--- config.mk ---
export PLATFORM = sky130hd
export DESIGN_NAME = fir_sample_ctrl
export DESIGN_NICKNAME = d
export VERILOG_FILES = /design/src/rtl/fir_sample_ctrl.sv
export SDC_FILE = /design/constraint.sdc
export NUM_CORES = 1
export LEC_CHECK = 0
export CAP_MARGIN = 40
export CORE_ASPECT_RATIO = 0.75
export CORE_MARGIN = 1.5
export CORE_UTILIZATION = 54
export CTS_BUF_LIST = sky130_fd_sc_hd__clkbuf_4
export DETAILED_ROUTE_END_ITERATION = 16
export PLACE_DENSITY = 0.88
export SKIP_LAST_GASP = 1
export SYNTH_ARGS = -nofsm -noshare
export SYNTH_HDL_FRONTEND = slang
export SYNTH_SLANG_ARGS = --single-unit
--- constraint.sdc ---
create_clock -name clk -period 4.2 [get_ports clk]
set_input_delay 0.84 -clock clk [delete_from_list [all_inputs] [get_ports clk]]
set_output_delay 0.84 -clock clk [all_outputs]
set_load 0.03 [all_outputs]
--- src/rtl/fir_sample_ctrl.sv ---
// Sample-memory controller for the FIR datapath: writes each accepted sample into a
// circular history buffer, then streams the NTAPS newest samples back as taps.
// Optional build macro FIR_SAMPLE_CTRL_ZERO_FILL_EN masks taps older than the known history.
module fir_sample_ctrl #(
  parameter int                ADDR_W    = 12,
  parameter int                DATA_W    = 16,
  parameter int                DEPTH     = 256,
  parameter int                NTAPS     = 32,
  parameter logic [ADDR_W-1:0] BASE_ADDR = '0,
  localparam int               IDX_W     = $clog2(NTAPS) + 1
) (
  input  logic              clk,
  input  logic              rst_n,
  input  logic              in_valid,
  input  logic [DATA_W-1:0] in_data,
  output logic              in_ready,
  input  logic              flush,
  output logic [ADDR_W-1:0] mem_addr,
  output logic [DATA_W-1:0] mem_din,
  output logic              mem_wen_n,
  input  logic [DATA_W-1:0] mem_dout,
  output logic              tap_valid,
  output logic [DATA_W-1:0] tap_data,
  output logic [IDX_W-1:0]  tap_idx,
  output logic              tap_last,
  output logic              busy
);

  localparam int PTR_W = (DEPTH > 1) ? $clog2(DEPTH) : 1;

  localparam logic [PTR_W-1:0] PTR_MASK = PTR_W'(DEPTH - 1);
  localparam logic [IDX_W-1:0] LAST_K   = IDX_W'(NTAPS - 1);
  localparam logic [IDX_W-1:0] FILL_MAX = IDX_W'(NTAPS);

  localparam logic [1:0] S_IDLE  = 2'd0;
  localparam logic [1:0] S_WRITE = 2'd1;
  localparam logic [1:0] S_READ  = 2'd2;
  localparam logic [1:0] S_DRAIN = 2'd3;

  logic [1:0]        state;
  logic [DATA_W-1:0] sample;
  logic [PTR_W-1:0]  wr_ptr;
  logic [PTR_W-1:0]  rd_ptr;
  logic [IDX_W-1:0]  fill;
  logic [IDX_W-1:0]  rd_k;
  logic [IDX_W-1:0]  rd_idx;
  logic              rd_vld;
  logic              rd_last;

  assign in_ready = rst_n && (state == S_IDLE);
  assign busy     = (state != S_IDLE);

`ifdef FIR_SAMPLE_CTRL_ZERO_FILL_EN
  // Taps beyond the samples seen since reset/flush read as zero, hiding stale memory.
  assign tap_data = (tap_idx >= fill) ? '0 : mem_dout;
`else
  assign tap_data = mem_dout;
`endif

  // NOTE: every register here is updated with <= so all of them see pre-edge values;
  // a blocking update would let later statements observe the new state mid-edge.
  always_ff @(posedge clk) begin
    if (!rst_n) begin
      state     <= S_IDLE;
      sample    <= '0;
      wr_ptr    <= '0;
      rd_ptr    <= '0;
      fill      <= '0;
      rd_k      <= '0;
      rd_idx    <= '0;
      rd_vld    <= 1'b0;
      rd_last   <= 1'b0;
      mem_addr  <= '0;
      mem_din   <= '0;
      mem_wen_n <= 1'b1;
      tap_valid <= 1'b0;
      tap_idx   <= '0;
      tap_last  <= 1'b0;
    end else if (flush) begin
      // Controller state only; memory contents and the address/data bus are left alone.
      state     <= S_IDLE;
      wr_ptr    <= '0;
      fill      <= '0;
      rd_vld    <= 1'b0;
      rd_last   <= 1'b0;
      mem_wen_n <= 1'b1;
      tap_valid <= 1'b0;
      tap_last  <= 1'b0;
    end else begin
      // Tap flags trail the read issue by one cycle to line up with mem_dout.
      tap_valid <= rd_vld;
      tap_idx   <= rd_idx;
      tap_last  <= rd_last;
      rd_vld    <= 1'b0;
      rd_last   <= 1'b0;

      case (state)
        S_IDLE: begin
          if (in_valid) begin
            sample <= in_data;
            state  <= S_WRITE;
          end
        end
        S_WRITE: begin
          mem_addr  <= BASE_ADDR | ADDR_W'(wr_ptr);
          mem_din   <= sample;
          mem_wen_n <= 1'b0;
          rd_ptr    <= wr_ptr;
          wr_ptr    <= (wr_ptr + PTR_W'(1)) & PTR_MASK;
          fill      <= (fill < FILL_MAX) ? fill + IDX_W'(1) : fill;
          rd_k      <= '0;
          state     <= S_READ;
        end
        S_READ: begin
          mem_addr  <= BASE_ADDR | ADDR_W'(rd_ptr);
          mem_wen_n <= 1'b1;
          rd_ptr    <= (rd_ptr - PTR_W'(1)) & PTR_MASK;
          rd_vld    <= 1'b1;
          rd_idx    <= rd_k;
          rd_last   <= (rd_k == LAST_K);
          rd_k      <= rd_k + IDX_W'(1);
          if (rd_k == LAST_K) state <= S_DRAIN;
        end
        default: begin
          state <= S_IDLE;
        end
      endcase
    end
  end

endmodule

==> flow_summary.yaml, run 1 <==
timing:
  skew_ps: 18.2
  tns_ps: 0
  fin_crit_ps: 3230
  slew_violations: 0
  setup_viol: 0
  rsz0062_at_grt: "false"
  finalHoldViolCount: 0
  tightest_slew_ps: 793
  fmax_mhz: 310
  slew-limit-headroom_pct: 46.9
  period_share_pct: 76.9
drt:
  drc_errors: 0
  drt-total-wl_um: 7050
  drtIter0Drc: 165
  wire_per_inst_um: 13.7
  drt_pass1_iterations: 5
  vias: 2847
  via_per_inst: 5.55
  ant_nets: 0
finish:
  syn2layout_area_growth_pct: 15.2
  fin_util_pct: 63.6
  nets: 469
  n_fill_cell: 536
  layout.cells.non_filler: 513
  drive_above_1_share_pct: 6.02
  diodes: 0
die:
  start_util_pct: 55.2
  row_count: 25
  die_w_um: 95.4
  die_area_sq_um: 6890
  core_sq_um: 6260
  die_h_um: 72.3
  ios: 91
grt:
  grt_pass1_vias: 2590
  grt.overflow.total: 0
  grt_pass1_wl_um: 11700
  grt_max_degree: 57
  grt_util_all_layers_pct: 21.9
  antenna_found_initial: 0
synth:
  syn_area_per_cell_sq_um: 8.66
  synth.area.top_cells: "dfxtp_1 (47%), nand2_1 (8.6%), a21oi_1 (6.2%)"
  yosysMostFrequentCell: "dfxtp_1"
  synth_edf_count: 0
  synth_common_cells: "dfxtp_1 (81), nand2_1 (79), a21oi_1 (43), nor2_1 (28), buf_4 (21)"
  syn_area_sq_um: 3450
  yosys_register_bits: 81
  synth_cell_types: 50
  yosysTopAreaCell: "dfxtp_1"
  async_reset_ff_share_pct: 0
  ys_seq_area_share_pct: 46.9
  synth-main-ff-cell: "dfxtp_1"
  synth_top_area_share_pct: 46.9
  yosys_warnings: 0
  netlist_instances: 399
clock_network:
  cts_root_buffer: "clkbuf_4"
  cts_hold_buf: 0
  clock_sinks: 81
  clkSlewWorstSetupHoldPaths_ps: 140
  ctsResizeCount: 0
  cts_tree: "yes"
  cts_setup_buffers: 0
  htreeDepth: 3
  clk_latency_ps: 440
  cts_buffers: 9
  clockBufferDepth: 2
critical_path:
  path_cells: "clkdlybuf4s50_1, inv_1, nor2_1, clkdlybuf4s50_1"
  r2r_start: "state[0]"
  crit_fanout: 9
  reg2reg_depth: 6
  end_kind: "primary output"
  slowest_stage: "clkdlybuf4s50_1"
  worstPathArrival_ps: 2390
  cp-start-kind: "input pin"
  max_stage_delay_ps: 680
  cp_top_family: "buffers and inverters"
  path_common_cell: "clkdlybuf4s50_1"
  crit_required_ps: 3360
  r2r_end: "mem_addr[7]"
  reg2reg_slack_ps: 1960
  criticalPathCategory: "in2out"
  crit_buf_inv: 3
place:
  dp_cells: 497
  io_buffer_count: 54
  gp_congestion: 0.797
  hpwl_um: 4940
worst_hold_path:
  hold_depth: 1
  whs_endpoint: "tap_last"
  min_from: "rd_last"
  hold_class: "reg2reg"
pwr:
  power_density_nw_per_um2: 339
  p_leak_uw: 0.00136
  max-vdd-ir-drop_v: 0.000202
flow_run:
  cap_violations: 0
status:
  outcome: "finished clean"
==> state kept, by name, indices dropped and copies added (netlist names), 2 cells and up <==
signal and flops:
mem_din 16, state 2, mem_addr 8, rd_k 6, tap_idx 6, rd_ptr 8
rd_idx 6, sample 16, wr_ptr 8
==> stage by stage <==
stage | power, uW | setup slack [ps] | hold WS, ps | area (sq um)
2_1_floorplan | 930 | 1720 | 406 | 3470
3_3_place_gp | 943 | 998 | 413 | 3840
3_5_place_dp | 946 | 968 | 420 | 3850
4_1_cts | 1360 | 968 | 453 | 3980
5_1_grt | 1400 | 853 | 467 | 3980
6_report | 1350 | 970 | 448 | 3980
==> cell families (layout without fill, tap and decap cells) <==
| kind of cell | Yosys count | in the layout | share of synthesized area, % |
|---|---|---|---|
| AOI/OAI and AO/OA | 80 | 80 | 13.7 |
| other | 1 | 4 | 0.109 |
| muxes | 19 | 19 | 5.54 |
| DFF | 81 | 81 | 46.9 |
| xor gates and xnor gates | 5 | 5 | 1.27 |
| adders and majority gates | 6 | 6 | 2.17 |
| and+or+nand+nor | 153 | 153 | 20.9 |
| buffers and inverters | 54 | 84 | 9.34 |
==> worst max-delay path by stage <==
stage	depth (start not counted)	to	from
after global routing	4	in_ready	rst_n
final	4	in_ready	rst_n
after global placement	4	in_ready	rst_n
after floorplan	4	in_ready	rst_n
after CTS	4	in_ready	rst_n
after detailed placement	4	in_ready	rst_n
==> report_power, final <==
part	internal [uW]	switching, uW
combinational	54.9	81.1
clock	131	288
sequential	784	9.47
==> per-layer routing <==
layer / share of wire, % / GRT usage, %
met1: 45 / 27.9
met2: 48 / 36.2
met3: 6.0 / 6.71
met4: 1.2 / 5.47
met5: 0 / 0
==> final cells by class <==
class,count,area [sq um],area share [%]
Sequential cell,81,1620,40.7
Multi-Input combinational cell,267,1520,38.2
Timing Repair Buffer,58,571,14.3
Tap cell,81,101,2.55
Clock buffer,9,67.6,1.70
Clock inverter,7,61.3,1.54
Inverter,10,37.5,0.943
==> placed cells by master (no fill, tap or decap), types with 5 or more instances in the layout <==
master           instances
or3_1                    5
a31oi_1                  5
nor2b_1                  8
inv_1                   10
ha_1                     6
nand4_1                  6
nand2_1                 79
dfxtp_1                 81
nor2_1                  28
mux2i_1                 18
o21ai_0                 10
nor3b_1                  5
a21oi_1                 43
clkdlybuf4s50_1         54
clkbuf_4                 9
a211oi_1                 6
Note: power is estimated with default switching activity, not from simulation.
==> run 2, diff against run 1 <==
- CORE_UTILIZATION: 54 -> 45
- PLACE_DENSITY: 0.88 -> 0.78
- clock period: 4.2 -> 2.6 ns (I/O delays scaled with it)
==> flow_summary.yaml, run 2 (synthesis gave the netlist of run 1 again) <==
status:
  outcome: "finished clean"
finish:
  drive_above_1_share_pct: 7.09
  diodes: 0
  fin_util_pct: 55.4
  n_fill_cell: 670
  final_common_cell: "dfxtp_1"
  nets: 474
  layout.cells.non_filler: 538
  layout_common_cells: "dfxtp_1 (81), nand2_1 (79), clkdlybuf4s50_1 (53), a21oi_1 (43), nor2_1 (28)"
  syn2layout_area_growth_pct: 18.6
  top_regs: "mem_din (16), sample (16)"
place:
  dp_cells: 522
  io_buffer_count: 54
  gp_congestion: 0.824
  hpwl_um: 4920
pwr:
  max-vdd-ir-drop_v: 0.000274
  p_leak_uw: 0.00142
  power_density_nw_per_um2: 582
clock_network:
  cts_tree: "yes"
  clkSlewWorstSetupHoldPaths_ps: 140
  cts_root_buffer: "clkbuf_4"
  htreeDepth: 3
  cts_setup_buffers: 0
  clockBufferDepth: 2
  clk_latency_ps: 440
  cts_hold_buf: 0
  clock_sinks: 81
  cts_buffers: 9
die:
  start_util_pct: 46.7
  die_w_um: 104
  die_area_sq_um: 8220
  die_h_um: 78.9
  row_count: 27
  core_sq_um: 7400
  ios: 91
timing:
  slew_violations: 0
  tns_ps: 0
  rsz0062_at_grt: "false"
  period_share_pct: 94.7
  fin_crit_ps: 2460
  slew-limit-headroom_pct: 44.7
  setup_viol: 0
  fmax_mhz: 406
  tightest_slew_ps: 829
  skew_ps: 13.4
  finalHoldViolCount: 0
grt:
  antenna_found_initial: 0
  grt_max_degree: 57
  grt_pass1_wl_um: 11600
  grt_util_all_layers_pct: 17.8
  grt.overflow.total: 0
  grt_pass1_vias: 2457
drt:
  drt_pass1_iterations: 4
  vias: 2776
  ant_nets: 0
  drtIter0Drc: 130
  wire_per_inst_um: 13.3
  via_per_inst: 5.16
  drt-total-wl_um: 7160
  drc_errors: 0
critical_path:
  end_kind: "primary output"
  worstPathArrival_ps: 1940
  crit_fanout: 5
  crit_required_ps: 2080
  criticalPathCategory: "reg2out"
  cp-start-kind: "flip-flop"
flow_run:
  cap_violations: 0
worst_hold_path:
  hold_class: "reg2reg"
[run 2: path summary, 6_finish.rpt]
kind                 start        end  slack (ps)  depth (start not counted)
setup reg to reg  state[0]  rd_ptr[6]         540                          5
hold reg to reg    rd_last   tap_last         450                          1
hold / removal     rd_last   tap_last         450                          1
setup / recovery  state[0]       busy         140                          4
[run 2: worst max-delay path, stage by stage, from the launching register on]
cell             delay, ps
dfxtp_1                390
inv_1                   70
ha_1                   260
inv_1                  110
clkdlybuf4s50_1        670
[run 2: area by class of cell]
type	instances	area (sq um)	share of cell area, %
multi-input cells	267	1520	37.1
well taps	101	126	3.08
clock buffers	9	67.6	1.65
clock inverters	7	111	2.72
flip-flops and latches	81	1620	39.6
repair buffers	63	611	14.9
inverters	10	37.5	0.916
[run 2: power breakdown]
part / internal, uW / switching, uW / total [uW]
Sequential: 1270 / 14.6 / 1280
Clock: 407 / 469 / 876
Combinational: 92.6 / 134 / 226
Total: 1770 / 617 / 2380
[run 2: what timing repair did]
item | 4_1_cts | 5_1_grt
gates resized for setup | 0 | 1
setup endpoints to repair | 0 | 1
hold endpoints to repair | 0 | 0
[run 2: routing by layer]
layer / up-vias / wire length [um] / track usage, %
li1: 1399 / - / -
met1: 1285 / 3390 / 23.0
met4: 0 / 92 / 6.53
met3: 8 / 469 / 5.50
met5: - / 0 / 0
met2: 84 / 3210 / 28.0
[run 2: metrics by stage]
step           cell area, sq um  hold WS, ps  total power [uW]  setup slack (ps)
2_1_floorplan              3470          406              1500               759
3_3_place_gp               3910          416              1530               149
3_5_place_dp               3920          422              1530               123
4_1_cts                    4090          454              2410              31.6
5_1_grt                    4100          478              2480              35.4
6_report                   4100          447              2380               139
